<file path="src/rtl/vc_input_unit.sv">
// Router input stage: demuxes flits into two per-VC FIFOs, computes XY routes from head flits,
// tracks wormhole packet state per VC and returns one registered credit per dequeued flit.
module vc_input_unit #(
  parameter int unsigned DATA_W = 32,
  parameter int unsigned DEPTH  = 4,
  parameter int unsigned MY_X   = 0,
  parameter int unsigned MY_Y   = 0
) (
  input  logic              clk,
  input  logic              rst,
  input  logic              ivalid,
  input  logic [DATA_W-1:0] idata,
  input  logic              ivch,
  input  logic [1:0]        grt,
  input  logic              oready,
  output logic              ovalid0,
  output logic              ovalid1,
  output logic [DATA_W-1:0] odata0,
  output logic [DATA_W-1:0] odata1,
  output logic              ovch0,
  output logic              ovch1,
  output logic              req0,
  output logic              req1,
  output logic [4:0]        port0,
  output logic [4:0]        port1,
  output logic [1:0]        ocredit,
  output logic              err
);

  localparam int unsigned PTR_W = $clog2(DEPTH);
  localparam int unsigned CNT_W = PTR_W + 1;
  localparam logic [3:0]  LOC_X = 4'(MY_X);
  localparam logic [3:0]  LOC_Y = 4'(MY_Y);

  typedef enum logic {StIdle, StOpen} pkt_state_e;

  logic [DATA_W-1:0] r_mem    [2][DEPTH];
  logic [PTR_W-1:0]  r_rd_ptr [2];
  logic [PTR_W-1:0]  r_wr_ptr [2];
  logic [CNT_W-1:0]  r_count  [2];
  pkt_state_e        r_state  [2];
  logic [4:0]        r_route  [2];
  logic [1:0]        r_credit;
  logic              r_err;

  pkt_state_e        w_state_nxt [2];
  logic [4:0]        w_route_nxt [2];
  logic [DATA_W-1:0] w_head [2];
  logic [1:0]        w_type [2];
  logic [4:0]        w_calc [2];
  logic [4:0]        w_port [2];
  logic [1:0]        w_empty, w_full, w_pop, w_push, w_drop, w_hit;

  // {L,W,S,E,N}: X is resolved before Y
  function automatic logic [4:0] xy_route(input logic [3:0] dx, input logic [3:0] dy);
    if (dx > LOC_X)      return 5'b00010;
    else if (dx < LOC_X) return 5'b01000;
    else if (dy > LOC_Y) return 5'b00100;
    else if (dy < LOC_Y) return 5'b00001;
    else                 return 5'b10000;
  endfunction

  always_comb begin
    for (int i = 0; i < 2; i++) begin
      w_empty[i] = (r_count[i] == '0);
      w_full[i]  = (r_count[i] == CNT_W'(DEPTH));
      w_head[i]  = w_empty[i] ? '0 : r_mem[i][r_rd_ptr[i]];
      w_type[i]  = w_head[i][DATA_W-1 -: 2];
      w_calc[i]  = xy_route(w_head[i][7:4], w_head[i][3:0]);
      w_pop[i]   = grt[i] & oready & ~w_empty[i];
      w_hit[i]   = ivalid & (ivch == i[0]);
      // A pop in the same cycle frees the slot a full FIFO needs
      w_push[i]  = w_hit[i] & (~w_full[i] | w_pop[i]);
      w_drop[i]  = w_hit[i] & w_full[i] & ~w_pop[i];
      // Open packets keep their route across bubbles so the VC mux grant stays stable
      if (w_empty[i])        w_port[i] = (r_state[i] == StOpen) ? r_route[i] : '0;
      else if (w_type[i][0]) w_port[i] = w_calc[i];
      else                   w_port[i] = r_route[i];
    end
  end

  always_comb begin
    for (int i = 0; i < 2; i++) begin
      w_state_nxt[i] = r_state[i];
      w_route_nxt[i] = r_route[i];
      if (w_pop[i]) begin
        case (r_state[i])
          StIdle: begin
            if (w_type[i] == 2'b01) begin
              w_state_nxt[i] = StOpen;
              w_route_nxt[i] = w_calc[i];
            end
          end
          StOpen: begin
            if (w_type[i] == 2'b10) w_state_nxt[i] = StIdle;
          end
          default: w_state_nxt[i] = StIdle;
        endcase
      end
    end
  end

  always_ff @(posedge clk) begin
    for (int i = 0; i < 2; i++) begin
      if (w_push[i]) r_mem[i][r_wr_ptr[i]] <= idata;
    end
  end

  always_ff @(posedge clk) begin
    if (rst) begin
      for (int i = 0; i < 2; i++) begin
        r_rd_ptr[i] <= '0;
        r_wr_ptr[i] <= '0;
        r_count[i]  <= '0;
        r_state[i]  <= StIdle;
        r_route[i]  <= '0;
      end
      r_credit <= '0;
      r_err    <= 1'b0;
    end else begin
      for (int i = 0; i < 2; i++) begin
        if (w_push[i]) r_wr_ptr[i] <= r_wr_ptr[i] + PTR_W'(1);
        if (w_pop[i])  r_rd_ptr[i] <= r_rd_ptr[i] + PTR_W'(1);
        case ({w_push[i], w_pop[i]})
          2'b10:   r_count[i] <= r_count[i] + CNT_W'(1);
          2'b01:   r_count[i] <= r_count[i] - CNT_W'(1);
          default: ;
        endcase
        r_state[i] <= w_state_nxt[i];
        r_route[i] <= w_route_nxt[i];
      end
      r_credit <= w_pop;
      r_err    <= r_err | (|w_drop);
    end
  end

  assign ovalid0 = ~w_empty[0];
  assign ovalid1 = ~w_empty[1];
  assign odata0  = w_head[0];
  assign odata1  = w_head[1];
  assign ovch0   = 1'b0;
  assign ovch1   = 1'b1;
  assign req0    = ~w_empty[0] | (r_state[0] == StOpen);
  assign req1    = ~w_empty[1] | (r_state[1] == StOpen);
  assign port0   = w_port[0];
  assign port1   = w_port[1];
  assign ocredit = r_credit;
  assign err     = r_err;

endmodule

</file>
<file path="config.mk">
export PLATFORM = sky130hd
export DESIGN_NAME = vc_input_unit
export DESIGN_NICKNAME = d
export VERILOG_FILES = /design/src/rtl/vc_input_unit.sv
export SDC_FILE = /design/constraint.sdc
export NUM_CORES = 1
export LEC_CHECK = 0
export ABC_AREA = 1
export BUFFER_PORTS_ARGS = -buffer_cell sky130_fd_sc_hd__buf_2
export CORE_MARGIN = 2
export CORE_UTILIZATION = 40
export CTS_BUF_LIST = sky130_fd_sc_hd__clkbuf_16
export DETAILED_ROUTE_END_ITERATION = 6
export PLACE_DENSITY_LB_ADDON = 0.08
export SYNTH_ARGS = -nofsm -noshare
export SYNTH_HDL_FRONTEND = slang
export SYNTH_SLANG_ARGS = --single-unit
</file>
<file path="constraint.sdc">
create_clock -name clk -period 3.5 [get_ports clk]
set_clock_uncertainty 0.15 [all_clocks]
set_input_delay 0.35 -clock clk [delete_from_list [all_inputs] [get_ports clk]]
set_output_delay 0.35 -clock clk [all_outputs]
set_load 0.01 [all_outputs]
</file>
# Word-level counts from Yosys, hierarchy flattened
# Memories as Yosys holds them, arrays and structs flattened.
# Cells that the tools add are included.
dict set report op_classes {
  n_bitwise 42
  n_reduce_logical 6
  order_cmp 14
  n_eq_ne 10
  add_sub_neg 8
  mux 84
}
# op count
set ops {}
lappend ops {{$mux 128} 4}
lappend ops {{$mux 32} 8}
lappend ops {{$bmux 32 s2} 2}
lappend ops {{$demux 32 s2} 2}
lappend ops {{$reduce_or 128->1} 1}
lappend ops {{$mux 5} 22}
lappend ops {{$mux 1} 36}
lappend ops {{$or 1x1->1} 17}
lappend ops {{$gt 4x1->1 const B} 4}
lappend ops {{$lt 4x1->1 const B} 4}
lappend ops {{$and 1x1->1} 12}
lappend ops {{$ge 3x3->1 const B} 4}
lappend ops {{$mux 3} 4}
lappend ops {{$not 2->3} 4}
lappend ops {{$not 1->1} 9}
lappend ops {{$add 2x1->2 const B} 4}
lappend ops {{$eq 2x1->1 const B} 4}
lappend ops {{$eq 2x2->1 const B} 4}
lappend ops {{$mux 2} 4}
lappend ops {{$add 3x1->3 const B} 2}
lappend ops {{$eq 3x3->1 const B} 2}
lappend ops {{$logic_not 3->1} 2}
lappend ops {{$lt 3x1->1 const B} 2}
lappend ops {{$sub 3x1->3 const B} 2}
lappend ops {{3 further kinds} 5}
dict set report totals {
  regBits 3
  input_bits 39
  mem_bits_rw 282
  mem_count 6
}
# name words width rd rd_ports_with_merged_regs wr line
set mem_list {}
lappend mem_list {r_mem 2 128 2 0 1 37} ;# logic [DATA_W-1:0] r_mem [2][DEPTH];
lappend mem_list {r_route 2 5 2 0 2 42} ;# logic [4:0] r_route [2];
lappend mem_list {r_count 2 3 2 0 2 40} ;# logic [CNT_W-1:0] r_count [2];
lappend mem_list {r_rd_ptr 2 2 2 0 2 38} ;# logic [PTR_W-1:0] r_rd_ptr [2];
lappend mem_list {r_wr_ptr 2 2 2 0 2 39} ;# logic [PTR_W-1:0] r_wr_ptr [2];
lappend mem_list {r_state 2 1 2 0 2 41} ;# pkt_state_e r_state [2];

# Depth between registers and ports, before layout
# Gate-level depths: netlist of run 1.
# An unclocked memory read counts as a cell.
dict set report logic_depth {
  depth_word 15
  depth_mapped 13
  mapped_depth_nobuf 12
}

# Worst setup path before layout of run 1
# Ideal clock, no wire load.
dict set report synth_timing {
  path_type {register -> register}
  start {memory r_count[1][0] (netlist name)}
  end {memory r_mem[0][128] (netlist name), enable pin}
  synth_period_minus_slack_ns 2.929
  t_arrival_ns 2.358
  slack_ns 0.571
  stages_incl_launch_ff 8
  cell_sequence {edfxtp_1 > inv_1 > ha_1 > nand2_1 > inv_1 > a21oi_1 > inv_1 > nor2_1}
}
# element line
set synth_lines {}
lappend synth_lines {{start: declaration} 40}
lappend synth_lines {{end: declaration} 37}

==> results of run 1 <==
## flip-flops by register name, indices dropped and copies added, names as in the netlist
register	flops
r_count	6
err	1
r_mem	256
r_wr_ptr	4
ocredit	2
r_state	2
r_route	6
r_rd_ptr	4
## power by group through the flow
stage / Combinational [mW] / Clock [mW] / Sequential [mW]
2_1_floorplan: 0.653 / 0 / 3.91
3_5_place_dp: 1.12 / 0 / 3.92
3_3_place_gp: 1.11 / 0 / 3.92
5_1_grt: 1.27 / 3.42 / 3.86
6_report: 1.13 / 3.20 / 3.85
4_1_cts: 1.15 / 3.29 / 3.85
## path summary, 6_finish.rpt
| check | start | end | depth (start not counted) |
|---|---|---|---|
| worst max-delay path | r_rd_ptr[0][2]$_SDFFCE_PN0P_ | port1[2] | 10 |
| worst min-delay path | grt[1] | r_state[0][1]$_SDFFE_PP0P_ | 4 |
| worst max register to register | r_count[0][1]$_SDFFCE_PN0P_ | r_count[0][2]$_SDFFCE_PN0P_ | 9 |
| worst min register to register | r_state[0][0]$_SDFFE_PP0N_ | r_state[0][0]$_SDFFE_PP0N_ | 2 |
## cell type report
type | instances | area share
clock buffer | 31 | 0.0545
sequential | 281 | 0.585
timing repair buffer | 171 | 0.0805
clock inverter | 24 | 0.0162
multi-input combinational | 626 | 0.202
inverter | 108 | 0.0285
tap | 384 | 0.0337
## cells by family (layout without fill, tap and decap cells)
logic type               Yosys count  after routing
AO/OA/AOI/OAI                    169            169
adder cells (fa/ha/maj)           12             12
buffers and inverters            161            334
flip-flops                       281            281
XOR/XNOR                           4              4
AND/OR/NAND/NOR                  435            435
other                              2              6
## synthesized netlist by cell type, drive strengths merged
cell type and count:
ha 11, o21a 1, nand2 168, o211ai 3
nor2 219, nor3b 1, fa 1, o21ai 106
a21oi 57, a31oi 1, dfxtp 11, buf 34
nand3 37, nor3 3, inv 108, clkbuf 19
a21boi 1, or2 3, edfxtp 270, xor2 3
nand4 4, conb 2, xnor2 1
## critical path, delay by kind of cell (launching register included)
kind / cells / cell delay, ns
AO/OA/AOI/OAI: 2 / 0.33
buffers and inverters: 2 / 0.77
flip-flops: 1 / 0.36
AND/OR/NAND/NOR: 6 / 0.63
## metal layers
layer  GRT usage  wire (um)
met1       0.272      13700
met2       0.299      13200
met3      0.0249       1150
met4      0.0368        496
met5           0          0
## through the flow
| stage | hold slack [ns] | power (mW) |
|---|---|---|
| after floorplan | 0.269 | 4.57 |
| after global placement | 0.341 | 5.03 |
| final | 0.0871 | 8.18 |
| after CTS | 0.0513 | 8.29 |
| after detailed placement | 0.342 | 5.03 |
| after global routing | 0.0851 | 8.54 |
==> run metrics, run 1 <==
CTS Buf Count 30; Yosys top cell by area edfxtp_1; post-synthesis average cell area 11.1 sq um; root buffer cell clkbuf_16; Final nets 1,269; fmax 318 MHz; clock insertion delay at the later pin of the skew report 0.54 ns; FP Rows 62; commonest non-fill, non-tap cell in the layout edfxtp_1; crit start category flip-flop; clock share of power 0.392; core area 28,900 sq um; initial antenna violation count 0; WL/cell 17.6 um; synth unique cells 33; peak supply drop 378 uV; Total Neg Setup Slack 0 ns; Layout fillers 2,688; Final WS setup 0.358 ns; final setup fails 0; vias in the first global route 7,429; internal power 6.13 mW; Worst EP required 3.00 ns; Final ANT Viol Nets 0; PortBufs 115; Worst R2R Setup Slack 0.79 ns; DIE WIDTH 176 um; P_leak 5.69 nW; worst path cell trace buf_4 > nand2_1 > nand3_1 > nand2_1 > nand2_1 > nand2_1 > nor2_1 > o21ai_1 > a21boi_1 > buf_2; DRC 0; Switching Share 0.251; Max Cap Viol 0; Post-Layout Cell Count 1,625; Reg area 8330 sq um; Crit path arrival time 2.64 ns; clk buf depth 3; H-tree levels 1; gpl congestion 0.804; CP endpoint kind output port; WL final 28.5 mm; CTS tree yes; adder-cell share of the synthesized area 0.0134; grt ovf 0; Most common cell on crit path nand2_1; area of the multi-input gates 2870 sq um; number of gates resized after CTS 0; Worst path slowest cell buf_4; Global Route Usage Sum 0.186; fin crit period 3.14 ns; Max stage delay on crit path 0.60 ns; YS warnings 0; DP Worst Slack 0.769 ns; pin count of the biggest net entering global routing 67; Compound-Gate Fraction of Synth Area 0.0729; setup bufs post-CTS 0; mux share of post-synthesis cell area 0; Hold-fix buffers, CTS 35; Critical Path Fanout Max 66; Slew Viols, Final 0; Die H 176 um; Starting Density 0.408; unrepaired setup endpoints after global routing no; Placed Cells 1,535; Vias 7,785; most frequent cells in the layout edfxtp_1 (270), nor2_1 (208), nand2_1 (168); PwrDens 575 nW/um^2; Clock transition at path regs 0.06 ns; largest family of logic cells by synthesized area simple AND/OR/NAND/NOR gates; final hold viol count 0; DR iter-0 viols 487; register share of total power 0.470; HPWL after DPL 16.9 mm; clock sinks 281; FF+latch count, synth 281; Synth Area in Simple Gates 0.147; area share of the largest cell type after synthesis 0.688; die area 30,800 sq um; NetSw 2.06 mW; Synth Area in XOR/XNOR 0.00297; Post-Syn Instances 1,064; cell area after synthesis 11,800 sq um; largest cells by area after synthesis edfxtp_1 (69%), nor2_1 (6.9%), nand2_1 (5.4%), o21ai_0 (4.4%), inv_1 (3.3%); sequential area share after synthesis 0.707; Tcrit/Tclk final 0.898; IO Pins 122; vias per inst 4.79; share of cells above drive strength 1 0.160; hold crit path type in -> reg; # diodes 0; Tightest Pin Transition 0.763 ns; Comb power frac 0.138; drt first pass iters 5; status complete, no violations; first-pass GRT wire length 43.9 mm; Slew headroom 0.491; Layout area overhead 20.8%; critical path class reg -> out; Area after DPL 12,900 sq um; Final Core Density 0.493; Design Area, Final 14,200 sq um
Power figures use the tool's default switching activity.
==> run 2: changes to the inputs <==
- CORE_UTILIZATION: 40 -> 45
==> run 2 against run 1 <==
Core utilization increased by 4.8 points. Fmax increased by 1.1%. Highest routed layer unchanged. Die area decreased by 11%.
==> run metrics, run 2 (synthesis results as in run 1) <==
NetSw 2.01 mW (-2.1%); H-tree levels 1 (unchanged); Hold Path Depth 4 (unchanged); register share of total power 0.493 (+0.023); CTS Buf Count 29 (-3.3%); Switching Share 0.258 (+0.00621); vias per inst 5.06 (+5.7%); clock insertion delay at the later pin of the skew report 0.54 ns (about the same); reg2reg path depth 9 (unchanged); core area 25,900 sq um (-10%); Total Neg Setup Slack 0 ns (unchanged); Starting Density 0.455 (+0.0464); DR iter-0 viols 475 (-2.5%); PortBufs 115 (unchanged); clk buf depth 3 (unchanged); share of cells above drive strength 1 0.154 (-0.00558); CTS tree yes; Vias 7,944 (+2.0%); Global Route Usage Sum 0.203 (+0.0174); Clock transition at path regs 0.06 ns (about the same); Slew Viols, Final 0 (unchanged); final hold viol count 0 (unchanged); peak supply drop 439 uV (+16%); DIE WIDTH 166 um (-5.6%); fin crit period 3.11 ns (-0.0348 ns); PwrDens 557 nW/um^2 (-3.1%); clock sinks 281 (unchanged); hold crit path type in -> reg; Slew headroom 0.468 (-0.0232); FP Rows 59 (-4.8%); commonest non-fill, non-tap cell in the layout edfxtp_1; Tightest Pin Transition 0.798 ns (+0.0348 ns); Comb power frac 0.143 (+0.005); DRC 0 (unchanged); Tcrit/Tclk final 0.888 (-0.00993); pin count of the biggest net entering global routing 68 (+1.5%); P_leak 5.62 nW (-1.1%); setup bufs post-CTS 0 (unchanged); Hold-fix buffers, CTS 35 (unchanged); initial antenna violation count 0 (unchanged); # diodes 0 (unchanged); IO Pins 122 (unchanged); Design Area, Final 14,000 sq um (-1.5%); Max Cap Viol 0 (unchanged); Largest register FFs 256 (unchanged); vias in the first global route 7,795 (+4.9%); fmax 322 MHz (+1.1%); critical path class reg -> out; Die H 166 um (-5.6%); first-pass GRT wire length 43.7 mm (-0.60%); clock share of power 0.364 (-0.028); Most common cell on crit path nand2_1; Power Total 7.81 mW (-4.5%); Layout fillers 2,252 (-16%); WL/cell 17.9 um (+2.1%); Max stage delay on crit path 0.58 ns (-0.02 ns); worst path cell trace buf_4 > nand2_1 > nand3_1 > nand2_1 > nand2_1 > nand2_1 > nor2_1 > o21ai_1 > a21boi_1 > buf_2; Area after DPL 12,800 sq um (-0.55%); Layout area overhead 19.0%; Worst EP required 3.00 ns (about the same); grt ovf 0 (unchanged); Crit path arrival time 2.61 ns (-0.03 ns); WL final 28.1 mm (-1.4%); crit start category flip-flop; die area 27,500 sq um (-11%); Final Core Density 0.541 (+0.0480); Final ANT Viol Nets 0 (unchanged); root buffer cell clkbuf_16; number of gates resized after CTS 0 (unchanged); Worst path slowest cell buf_4; status complete, no violations; most frequent cells in the layout edfxtp_1 (270), nor2_1 (208), nand2_1 (168); unrepaired setup endpoints after global routing no; final setup fails 0 (unchanged); drt first pass iters 5 (unchanged); gpl congestion 0.805 (+0.16%); Final nets 1,265 (-0.32%); internal power 5.80 mW (-5.3%); CP endpoint kind output port; HPWL after DPL 16.5 mm (-2.1%); Critical Path Fanout Max 66 (unchanged)
[run 2: cell count changes in the layout (fill, tap and decap cells not counted)]
cell and delta:
buf_12 +1, buf_4 -4, bufinv_16 -3, clkbuf_16 -2, clkinv_1 -1, clkinv_2 +1, clkinvlp_4 -1, inv_1 +2
[run 2: stage by stage]
| stage | hold slack [ns] | setup WS [ns] | std cells |
|---|---|---|---|
| final | 0.0806 | 0.393 | 1569 |
| after global placement | 0.329 | 0.896 | 1483 |
| after floorplan | 0.269 | 0.571 | 1068 |
| after global routing | 0.100 | 0.115 | 1569 |
| after detailed placement | 0.344 | 0.822 | 1483 |
| after CTS | 0.0470 | 0.299 | 1569 |
[run 2: power groups by stage]
stage               combinational, mW  sequential [mW]  clock, mW
floorplan                       0.653             3.91          0
global placement                 1.10             3.92          0
detailed placement               1.11             3.92          0
CTS                              1.14             3.85       2.90
global route                     1.26             3.86       3.03
finish                           1.12             3.85       2.84
[run 2: layer usage]
metal,wire (um),vias up,GRT usage
li1,-,3864,-
met1,12600,3845,0.271
met2,13700,200,0.355
met3,1390,35,0.0284
met4,434,0,0.0457
met5,0,-,0
[run 2: path summary, 6_finish.rpt]
path,start,to,slack [ns]
setup / recovery,r_rd_ptr[0][2]$_SDFFCE_PN0P_,port1[2],0.39
setup reg to reg,r_count[0][1]$_SDFFCE_PN0P_,r_count[0][2]$_SDFFCE_PN0P_,0.78
hold reg to reg,r_state[0][0]$_SDFFE_PP0N_,r_state[0][0]$_SDFFE_PP0N_,0.35
hold / removal,grt[1],r_state[0][1]$_SDFFE_PP0P_,0.08
[run 2: final cells by class]
cell class / count / area (sq um) / area share
multi-input combinational: 626 / 2870 / 0.205
inverter: 108 / 405 / 0.0289
clock inverter: 22 / 141 / 0.0101
timing repair buffer: 168 / 1140 / 0.0810
clock buffer: 29 / 726 / 0.0517
sequential: 281 / 8330 / 0.594
tap: 335 / 419 / 0.0299
[run 2: critical path: cells and delay by family (launching register included)]
family	cells	cell delay, ns
compound gates	2	0.31
buf+inv	2	0.74
flops	1	0.36
simple gates	6	0.62
